<file path="config.mk">
export PLATFORM = sky130hd
export DESIGN_NAME = if_fetch_unit_flat
export DESIGN_NICKNAME = d
export VERILOG_FILES = /design/src/rtl/if_pkg.sv /design/src/rtl/if_fetch_unit_if.sv /design/src/rtl/if_fetch_fifo.sv /design/src/rtl/if_fetch_unit.sv /design/src/flat_wrapper.sv
export SDC_FILE = /design/constraint.sdc
export NUM_CORES = 1
export LEC_CHECK = 0
export ABC_AREA = 1
export ABC_CLOCK_PERIOD_IN_PS = 12700
export CAP_MARGIN = 40
export CORE_ASPECT_RATIO = 1.5
export CORE_MARGIN = 10
export CORE_UTILIZATION = 51
export CTS_CLUSTER_SIZE = 30
export DETAILED_ROUTE_END_ITERATION = 7
export HOLD_SLACK_MARGIN = 0.06
export PLACE_DENSITY = 0.72
export SLEW_MARGIN = 20
export SYNTH_ARGS = -nofsm -noshare
export SYNTH_HDL_FRONTEND = slang
export SYNTH_SLANG_ARGS = --single-unit
</file>
<file path="constraint.sdc">
create_clock -name clk -period 12.7 [get_ports clk]
set_input_delay 1.905 -clock clk [delete_from_list [all_inputs] [get_ports clk]]
set_output_delay 1.905 -clock clk [all_outputs]
set_load 0.03 [all_outputs]
</file>
<file path="src/rtl/if_pkg.sv">
// Shared constants for the instruction-fetch slice: default widths, PC step, alignment and reset PC.
package if_pkg;
    localparam int          PC_W_DEF     = 32;
    localparam int          INSTR_W_DEF  = 32;
    localparam int          PC_STEP      = 4;
    localparam int          ALIGN_BITS   = 2;
    localparam logic [31:0] RESET_PC_DEF = 32'h0000_0000;
endpackage

</file>
<file path="src/rtl/if_fetch_unit_if.sv">
// Fetch-unit bundle: redirect input, imem request/response channel and the decode-facing output channel.
interface if_fetch_unit_if import if_pkg::*; #(
    parameter int WIDTH   = PC_W_DEF,
    parameter int INSTR_W = INSTR_W_DEF
);
    logic               redirect_valid;
    logic [WIDTH-1:0]   redirect_pc;
    logic               imem_req_valid;
    logic               imem_req_ready;
    logic [WIDTH-1:0]   imem_req_addr;
    logic               imem_rsp_valid;
    logic [INSTR_W-1:0] imem_rsp_data;
    logic               out_valid;
    logic               out_ready;
    logic [WIDTH-1:0]   out_pc;
    logic [INSTR_W-1:0] out_instr;

    modport master (
        input  redirect_valid, redirect_pc, imem_req_ready, imem_rsp_valid, imem_rsp_data, out_ready,
        output imem_req_valid, imem_req_addr, out_valid, out_pc, out_instr
    );

    modport slave (
        output redirect_valid, redirect_pc, imem_req_ready, imem_rsp_valid, imem_rsp_data, out_ready,
        input  imem_req_valid, imem_req_addr, out_valid, out_pc, out_instr
    );
endinterface

</file>
<file path="src/rtl/if_fetch_fifo.sv">
// In-order {pc,instr} queue, head word visible combinationally; push lands one cycle later.
// Flush beats push/pop; when full, a same-cycle pop frees the slot for the push.
module if_fetch_fifo #(
    parameter int  DEPTH = 4,
    parameter int  DW    = 64,
    localparam int AW    = $clog2(DEPTH),
    localparam int CW    = $clog2(DEPTH + 1)
) (
    input  logic          clk,
    input  logic          rst,
    input  logic          push,
    input  logic [DW-1:0] push_dat,
    input  logic          pop,
    input  logic          flush,
    output logic [DW-1:0] head_dat,
    output logic [CW-1:0] count,
    output logic          empty
);
    logic [DW-1:0] mem_q [DEPTH];
    logic [DW-1:0] mem_d [DEPTH];
    logic [AW-1:0] wr_ptr_q, wr_ptr_d;
    logic [AW-1:0] rd_ptr_q, rd_ptr_d;
    logic [CW-1:0] count_q, count_d;
    logic          do_push, do_pop;

    assign empty    = (count_q == '0);
    assign count    = count_q;
    assign head_dat = mem_q[rd_ptr_q];
    assign do_pop   = pop && !empty && !flush;
    assign do_push  = push && !flush && ((count_q != CW'(DEPTH)) || do_pop);

    always_comb begin
        mem_d    = mem_q;
        wr_ptr_d = wr_ptr_q;
        rd_ptr_d = rd_ptr_q;
        count_d  = count_q;
        if (flush) begin
            wr_ptr_d = '0;
            rd_ptr_d = '0;
            count_d  = '0;
        end else begin
            if (do_push) begin
                mem_d[wr_ptr_q] = push_dat;
                wr_ptr_d        = wr_ptr_q + AW'(1);
            end
            if (do_pop) rd_ptr_d = rd_ptr_q + AW'(1);
            if (do_push && !do_pop)      count_d = count_q + CW'(1);
            else if (!do_push && do_pop) count_d = count_q - CW'(1);
        end
    end

    always_ff @(posedge clk) begin
        if (!rst) begin
            wr_ptr_q <= '0;
            rd_ptr_q <= '0;
            count_q  <= '0;
        end else begin
            wr_ptr_q <= wr_ptr_d;
            rd_ptr_q <= rd_ptr_d;
            count_q  <= count_d;
        end
    end

    always_ff @(posedge clk) mem_q <= mem_d;

    // The upstream credit scheme must never offer a push into a full, non-draining queue.
    a_no_overflow: assert property (@(posedge clk) disable iff (!rst)
        !(push && !flush && (count_q == CW'(DEPTH)) && !do_pop));
endmodule

</file>
<file path="src/rtl/if_fetch_unit.sv">
// Fetch stage: sequential PCs, credit-limited imem requests, {pc,instr} to decode 1 cycle after a response.
// Backpressure: out_ready low fills the queue; requests stop once queued + in-flight reaches DEPTH.
module if_fetch_unit import if_pkg::*; #(
    parameter int               WIDTH    = PC_W_DEF,
    parameter int               INSTR_W  = INSTR_W_DEF,
    parameter int               DEPTH    = 4,
    parameter logic [WIDTH-1:0] RESET_PC = WIDTH'(RESET_PC_DEF)
) (
    input  logic           clk,
    input  logic           rst,
    if_fetch_unit_if.master bus
);
    localparam int               CW         = $clog2(DEPTH + 1);
    localparam int               CW1        = CW + 1;
    localparam logic [WIDTH-1:0] STEP       = WIDTH'(PC_STEP);
    localparam logic [WIDTH-1:0] ALIGN_MASK = ~WIDTH'((1 << ALIGN_BITS) - 1);

    logic [WIDTH-1:0]         fetch_pc_q, fetch_pc_d;
    logic [WIDTH-1:0]         rsp_pc_q, rsp_pc_d;
    logic [CW-1:0]            inflight_q, inflight_d;
    logic [CW-1:0]            drop_cnt_q, drop_cnt_d;
    logic [CW-1:0]            q_count;
    logic                     q_empty;
    logic [WIDTH+INSTR_W-1:0] q_head;
    logic                     credit_ok, req_fire, rsp_keep, out_fire;

    assign credit_ok          = ({1'b0, q_count} + {1'b0, inflight_q}) < CW1'(DEPTH);
    assign bus.imem_req_valid = rst && !bus.redirect_valid && credit_ok;
    assign bus.imem_req_addr  = fetch_pc_q;
    assign req_fire           = bus.imem_req_valid && bus.imem_req_ready;
    assign rsp_keep           = bus.imem_rsp_valid && (drop_cnt_q == '0) && !bus.redirect_valid;
    assign bus.out_valid      = rst && !q_empty && !bus.redirect_valid;
    assign out_fire           = bus.out_valid && bus.out_ready;
    assign {bus.out_pc, bus.out_instr} = q_head;

    always_comb begin
        fetch_pc_d = fetch_pc_q;
        rsp_pc_d   = rsp_pc_q;
        drop_cnt_d = drop_cnt_q;
        inflight_d = inflight_q + CW'(req_fire) - CW'(bus.imem_rsp_valid);
        if (bus.redirect_valid) begin
            fetch_pc_d = bus.redirect_pc & ALIGN_MASK;
            rsp_pc_d   = bus.redirect_pc & ALIGN_MASK;
            // Every outstanding response, including ones already marked stale, is now stale.
            drop_cnt_d = inflight_q - CW'(bus.imem_rsp_valid);
        end else begin
            if (req_fire) fetch_pc_d = fetch_pc_q + STEP;
            if (rsp_keep)                 rsp_pc_d   = rsp_pc_q + STEP;
            else if (bus.imem_rsp_valid)  drop_cnt_d = drop_cnt_q - CW'(1);
        end
    end

    always_ff @(posedge clk) begin
        if (!rst) begin
            fetch_pc_q <= RESET_PC;
            rsp_pc_q   <= RESET_PC;
            inflight_q <= '0;
            drop_cnt_q <= '0;
        end else begin
            fetch_pc_q <= fetch_pc_d;
            rsp_pc_q   <= rsp_pc_d;
            inflight_q <= inflight_d;
            drop_cnt_q <= drop_cnt_d;
        end
    end

    if_fetch_fifo #(
        .DEPTH (DEPTH),
        .DW    (WIDTH + INSTR_W)
    ) u_fifo (
        .clk      (clk),
        .rst      (rst),
        .push     (rsp_keep),
        .push_dat ({rsp_pc_q, bus.imem_rsp_data}),
        .pop      (out_fire),
        .flush    (bus.redirect_valid),
        .head_dat (q_head),
        .count    (q_count),
        .empty    (q_empty)
    );
endmodule

</file>
<file path="src/flat_wrapper.sv">
// flat-port wrapper written by rule: the top's interface ports become plain ports
module if_fetch_unit_flat import if_pkg::*;
#(
    parameter int               WIDTH    = PC_W_DEF,
    parameter int               INSTR_W  = INSTR_W_DEF,
    parameter int               DEPTH    = 4,
    parameter logic [WIDTH-1:0] RESET_PC = WIDTH'(RESET_PC_DEF)
)
  (clk, rst, bus_redirect_valid, bus_redirect_pc, bus_imem_req_ready, bus_imem_rsp_valid, bus_imem_rsp_data, bus_out_ready, bus_imem_req_valid, bus_imem_req_addr, bus_out_valid, bus_out_pc, bus_out_instr);
  if_fetch_unit_if #(.WIDTH(WIDTH), .INSTR_W(INSTR_W)) bus_i ();
  input  logic clk;
  input  logic rst;
  input wire logic [$bits(bus_i.redirect_valid)-1:0] bus_redirect_valid;
  input wire logic [$bits(bus_i.redirect_pc)-1:0] bus_redirect_pc;
  input wire logic [$bits(bus_i.imem_req_ready)-1:0] bus_imem_req_ready;
  input wire logic [$bits(bus_i.imem_rsp_valid)-1:0] bus_imem_rsp_valid;
  input wire logic [$bits(bus_i.imem_rsp_data)-1:0] bus_imem_rsp_data;
  input wire logic [$bits(bus_i.out_ready)-1:0] bus_out_ready;
  output wire logic [$bits(bus_i.imem_req_valid)-1:0] bus_imem_req_valid;
  output wire logic [$bits(bus_i.imem_req_addr)-1:0] bus_imem_req_addr;
  output wire logic [$bits(bus_i.out_valid)-1:0] bus_out_valid;
  output wire logic [$bits(bus_i.out_pc)-1:0] bus_out_pc;
  output wire logic [$bits(bus_i.out_instr)-1:0] bus_out_instr;
  assign bus_i.redirect_valid = bus_redirect_valid;
  assign bus_i.redirect_pc = bus_redirect_pc;
  assign bus_i.imem_req_ready = bus_imem_req_ready;
  assign bus_i.imem_rsp_valid = bus_imem_rsp_valid;
  assign bus_i.imem_rsp_data = bus_imem_rsp_data;
  assign bus_i.out_ready = bus_out_ready;
  assign bus_imem_req_valid = bus_i.imem_req_valid;
  assign bus_imem_req_addr = bus_i.imem_req_addr;
  assign bus_out_valid = bus_i.out_valid;
  assign bus_out_pc = bus_i.out_pc;
  assign bus_out_instr = bus_i.out_instr;
  if_fetch_unit #(.WIDTH(WIDTH), .INSTR_W(INSTR_W), .DEPTH(DEPTH), .RESET_PC(RESET_PC)) u_core (.clk(clk), .rst(rst), .bus(bus_i));
endmodule
</file>
* Word level (Yosys, flattened, before mapping)
Index checks and enable logic that the tools add are counted.
W data, S select, Z words.
** Cells by class
- Add/sub/neg operators :: 11
- $mul :: 0
- Div/mod/pow operators :: 0
- Magnitude comparators :: 4
- Equal/unequal tests :: 2
- Shifts and indexed selects :: 0
- Multiplexer cells :: 15
- Bitwise logic cells :: 4
- Reduce and logical (&&, ||, !) cells :: 29
** Operators with widths (count)
- $bwmux W256 :: 1
- $mux W64 :: 3
- $bmux W64 S2 :: 1
- $demux W64 S2 :: 1
- $mux W32 :: 4
- $add A32 B3 Y32 const B :: 2
- $logic_and A1 B1 Y1 :: 15
- $mux W3 :: 5
- $reduce_bool A2 Y1 :: 4
- $ge A3 B3 Y1 const B :: 2
- $logic_not A3 Y1 :: 2
- $not A2 Y3 :: 2
- $sub A3 B1 Y3 :: 2
- $sub A3 B1 Y3 const B :: 2
- $add A2 B1 Y2 const B :: 2
- $add A3 B3 Y4 :: 1
- $logic_not A1 Y1 :: 4
- $lt A4 B3 Y1 const B :: 1
- $reduce_and A2 Y1 :: 2
- $add A3 B1 Y3 :: 1
- $add A3 B1 Y3 const B :: 1
- $lt A3 B1 Y1 const B :: 1
- $ne A3 B3 Y1 const B :: 1
- $ne A2 B2 Y1 const B :: 1
- other kinds (3) :: 4
** Word-level totals
- Flip-flop bits (word level) :: 333
- Bits in latches :: 0
- RAM bits :: 0
- ROM bits :: 0
- Bits of input ports :: 70
- Output and inout bits :: 98
- Logic and storage cells :: 78
- Memories kept :: 0

* Depth between registers and ports, before layout
- Depth in word-level cells :: 13
- Mapped depth :: 13

* Cells and area by module
Synthesis repeated with hierarchy kept, for this count alone.
** Second synthesis, totals
- Cells, all modules :: 1452
- Area, all modules :: 14456.4 um^2
** Modules (own cells, without submodules)
- if_fetch_fifo :: instances 1, cells each 691, area an instance 9884.5 um^2, seq. area each 7827.5 um^2
- if_fetch_unit :: instances 1, cells each 761, area an instance 4571.9 um^2, seq. area each 1321.3 um^2

* Worst setup path before layout
Ideal clock, no wire load.
- Path type :: input to register
- Start point :: input rst
- End point :: register u_core.u_fifo.mem_q[0] (netlist name) (enable)
- Arrival :: 5020 ps
- Slack :: 7198 ps
- Stages on the path :: 6
- Buffers on the path :: 0
- Cell sequence :: inv_2 -> nor2_8 -> nand3_1 -> nand4_1 -> nand2_1 -> nor2_1
** Between the ends
- Cells in the longest elaborated chain, start to end :: 8
** RTL lines
- from (decl) :: line flat_wrapper.sv:12 : input logic rst;
- $logic_and A1 B1 Y1 (2 in a row) :: line if_fetch_unit.sv:32 : assign bus.out_valid = rst && !q_empty && !bus.redirect_valid;
- $logic_and A1 B1 Y1 :: line if_fetch_unit.sv:33 : assign out_fire = bus.out_valid && bus.out_ready;
- $logic_and A1 B1 Y1 (2 in a row) :: line if_fetch_fifo.sv:29 : assign do_pop = pop && !empty && !flush;
- $logic_or A1 B1 Y1 :: line if_fetch_fifo.sv:30 : assign do_push = push && !flush && ((count_q != CW'(DEPTH)) || do_pop);
- $logic_and A1 B1 Y1 :: line if_fetch_fifo.sv:30
- $reduce_and A2 Y1 (no source line)
- to (signal assigned) :: line if_fetch_fifo.sv:64 : always_ff @(posedge clk) mem_q <= mem_d;
- to (decl) :: line if_fetch_fifo.sv:19 : logic [DW-1:0] mem_q [DEPTH];
Every way passes these cells.
A chain may end at the register's enable or synchronous reset.

* Worst setup path after layout
- Start point :: input rst
- End point :: output bus_out_valid
** Between the ends
- Cells in the longest elaborated chain, start to end :: 2
** RTL lines
- $logic_and A1 B1 Y1 (2 in a row) :: line if_fetch_unit.sv:32
- to (decl) :: line flat_wrapper.sv:21 : output wire logic [$bits(bus_i.out_valid)-1:0] bus_out_valid;
Every way passes these cells.

==> results.txt <==
The largest fanout on the critical path was 33. The run gives 0.199 as the overall fraction of global-route tracks in use. The post-route clock period utilization is 0.528. The routability congestion estimate was 0.936.

TritonCTS built the clock tree. The arrival time of data at the critical path endpoint was 4.80 ns. The first detailed-routing pass ran for 5 iterations.

The maximum achievable frequency came out at 149 MHz. The source-to-sink clock delay at the later pin of the worst-skew pair is 0.55 ns. In this run the mean area of a mapped cell was 9.79 sq um. The capturing element type of the critical path was an output port.

The tools report the number of cells in the design after placement as 1896. The tools report the total of warnings raised by yosys as 0. At the pin with the least slew margin, the transition time is 0.738 ns.

Counting every instance in the synthesized netlist gives 1443. The worst path meets setup with 5.99 ns of slack. The number of nets with antenna violations after detailed routing came out at 0.

Synthesis inferred 321 register bits. The category of the critical setup timing path is primary input to output port. In the routed design, unresolved DRC markers number 0. The floorplan step defined a core boundary enclosing 27300 sq um. The first global-routing pass estimated 56300 microns of wire. In this run the cell area of the synthesized design comes to 14100 sq um.

The completed layout was analyzed and its total power is 2.32 mW. The logs give 0 for the initial antenna violation count and 88 for the pin count of the biggest net entering global routing. For the worst-case headroom to the max-slew limit, the log shows 0.507. The total global routing overflow is 0.

For the final routed database, the setup TNS stands at 0 ns. The via count came out at 10900. Setup repair after global routing left no endpoint under its margin. The average wire per standard cell was 18.2 microns.

In this run the power density over the cells is 136 nW/um^2. The detailed router's first-iteration violation count was 746; the effective utilization at floorplan was 0.517. Among the stages of the critical path, the cell type that occurs most often is clkdlybuf4s50_1. The width of the die is 156 microns. In this run the worst setup path begins at rst.

The run finished with clean final reports. The detailed placer's ending HPWL was 23400 microns; the site row count was 74. Clock slew at the register clock pins of the worst setup and hold paths: 0.06 ns.

The clock sink total was 321. In this run, post-CTS repair resized a total of 0 instances. Clock tree synthesis inserted a total of 28 buffers. The cell with the biggest individual delay on the critical path is clkdlybuf4s50_1. The clock passes through at most 3 buffers. During I/O placement, the number of pins put on the boundary was 168. The die covers 34900 sq um.

The highest cell delay on the worst timing path was 0.73 ns; the post-route cell area was 17100 sq um. The final count of pins violating max slew was 0; the post-layout net count was 1672. The sequential element share of the synthesized area is 0.631. The total count of hold-check failures in the final report came out at 0. The worst setup path is launched from a primary input.

Port buffering added 161 buffers. After detailed routing, the number of vias per cell comes to 5.58. Worst clock skew: 0.0160 ns. The run gives 35400 microns as the final routed wirelength across all metal layers. The maximum level of the CTS H-tree came out at 1. The number of distinct library cell variants in the gate-level netlist after synthesis is 40.

0 antenna diodes ended up in the layout. For the finished layout, the period the worst path requires is 6.71 ns. The tree is rooted in a clkbuf_16. At the worst endpoint, the required time is 10.80 ns. The run gives 16100 sq um as the placed instance area. VDD sags by at most 0.0746 mV. The top cell types in the final layout, fill and taps aside, are edfxtp_1 (248), nand2_1 (239), nor2_1 (236), o21ai_0 (169), clkdlybuf4s50_1 (160). The area added between synthesis and finish works out to 21.2%. In this run the post-CTS setup repair buffer count came out at 0.

Leaving out fill and tap cells, the most frequent cell in the layout is edfxtp_1. Before CTS, the worst setup slack after placement is 5.96 ns. Grouping stages by cell kind, the critical path spends the most delay in buffers and inverters.

The critical path contains buffers and inverters numbering 5 combined. The tools report the count of hold-fix buffers inserted at cts as 0. Traced cell by cell, the critical path runs through clkdlybuf4s50_1, buf_4, inv_2, nor2_8, inv_1, a31oi_1, clkdlybuf4s50_1. The via count of the first global-routing pass was 10800; the number of standard cells in the layout, taps in and fillers out was 1949.

Max-cap violations in this run came to 0. The share of final-layout standard cells stronger than drive strength 1 is 0.0541, and the number of setup violations in the final report is 0. In this run the static leakage power is 6.01 nW. The path class of the tightest hold or removal check is register to register. The source of the worst hold timing path is u_core.u_fifo.wr_ptr_q[1]. In this run the critical register-to-register path is launched from u_core.drop_cnt_q[0]. From bottom edge to top edge, the die measures 224 microns.
[synthesized netlist by cell type, drive strengths merged]
| cell | count | area, sq um |
|---|---|---|
| inv | 103 | 387 |
| nor3 | 1 | 5.00 |
| edfxtp | 248 | 7450 |
| o21a | 1 | 7.51 |
| nand3 | 86 | 430 |
| xor2 | 5 | 43.8 |
| or2 | 2 | 12.5 |
| clkbuf | 49 | 184 |
| o31ai | 1 | 7.51 |
| nand4 | 9 | 56.3 |
| nand2 | 244 | 938 |
| a31oi | 13 | 81.3 |
| o22ai | 64 | 400 |
| nand3b | 4 | 30.0 |
| clkinv | 3 | 12.5 |
| conb | 1 | 3.75 |
| o21ai | 178 | 891 |
| and2 | 3 | 18.8 |
| o211ai | 2 | 15.0 |
| a21oi | 65 | 325 |
| a21o | 1 | 7.51 |
| dfxtp | 73 | 1460 |
| a31o | 1 | 8.76 |
| buf | 20 | 126 |
| o21bai | 2 | 15.0 |
| ha | 15 | 188 |
| nor2 | 244 | 950 |
| xnor2 | 3 | 26.3 |
| fa | 2 | 40.0 |
[layer usage]
layer,vias to the layer above,routed length (microns),track usage
li1,5272,-,-
met1,5188,13800,0.228
met2,357,18300,0.356
met3,63,2190,0.0338
met4,0,1190,0.0831
met5,-,0,0
[where the power goes]
part | leakage, nW | total, mW | switching, mW | internal [mW]
clock network | 0.477 | 0.888 | 0.371 | 0.516
registers | 2.87 | 1.20 | 0.0363 | 1.17
logic | 2.67 | 0.230 | 0.140 | 0.0899
total | 6.01 | 2.32 | 0.548 | 1.77
[flip-flops by register name, summed over array words and instances (netlist names)]
register and cells:
u_core.drop_cnt_q 3, u_core.u_fifo.rd_ptr_q 2, u_core.inflight_q 3, u_core.u_fifo.wr_ptr_q 2
u_core.u_fifo.count 3, u_core.bus.imem_req_addr 30, u_core.rsp_pc_q 30, u_core.u_fifo.mem_q 248
[tightest hold or removal path: cells and delay by family, from the launching register on]
kind             cells  cell delay (ns)
flip-flops           1             0.34
AND/OR/NAND/NOR      1             0.07
AO/OA/AOI/OAI        1             0.06
[kinds of logic (layout without fill, tap and decap cells)]
| group | count (synthesis) | count (layout) | synth area share |
|---|---|---|---|
| buffers and inverters | 175 | 336 | 0.0502 |
| adder cells (fa/ha/maj) | 17 | 17 | 0.0161 |
| AO/OA/AOI/OAI | 328 | 328 | 0.125 |
| XOR/XNOR | 8 | 8 | 0.00496 |
| flip-flops | 321 | 321 | 0.631 |
| other | 1 | 4 | 0.000266 |
| AND/OR/NAND/NOR | 593 | 593 | 0.173 |
[stage by stage]
stage / hold slack, ns / util
after floorplan: 0.478 / -
after global routing: 0.551 / 0.626
after global placement: 0.500 / 0.585
after CTS: 0.520 / 0.625
final: 0.514 / 0.626
after detailed placement: 0.511 / 0.590
[worst paths after layout]
check | end | slack (ns) | depth (start not counted)
setup / recovery | bus_out_valid | 5.99 | 7
hold / removal | u_core.u_fifo.wr_ptr_q[1] | 0.51 | 2
setup reg to reg | u_core.u_fifo.count[2] | 9.76 | 14
hold reg to reg | u_core.u_fifo.wr_ptr_q[1] | 0.51 | 2
[layout make-up]
class / instances / area [sq um]
Inverter: 106 / 400
Timing Repair Buffer: 178 / 1850
Fill cell: 2164 / 10200
Sequential cell: 321 / 8910
Tap cell: 342 / 428
Multi-Input combinational cell: 950 / 4540
Clock buffer: 33 / 771
Clock inverter: 19 / 208
No activity file was read; power rests on OpenSTA's default activity.
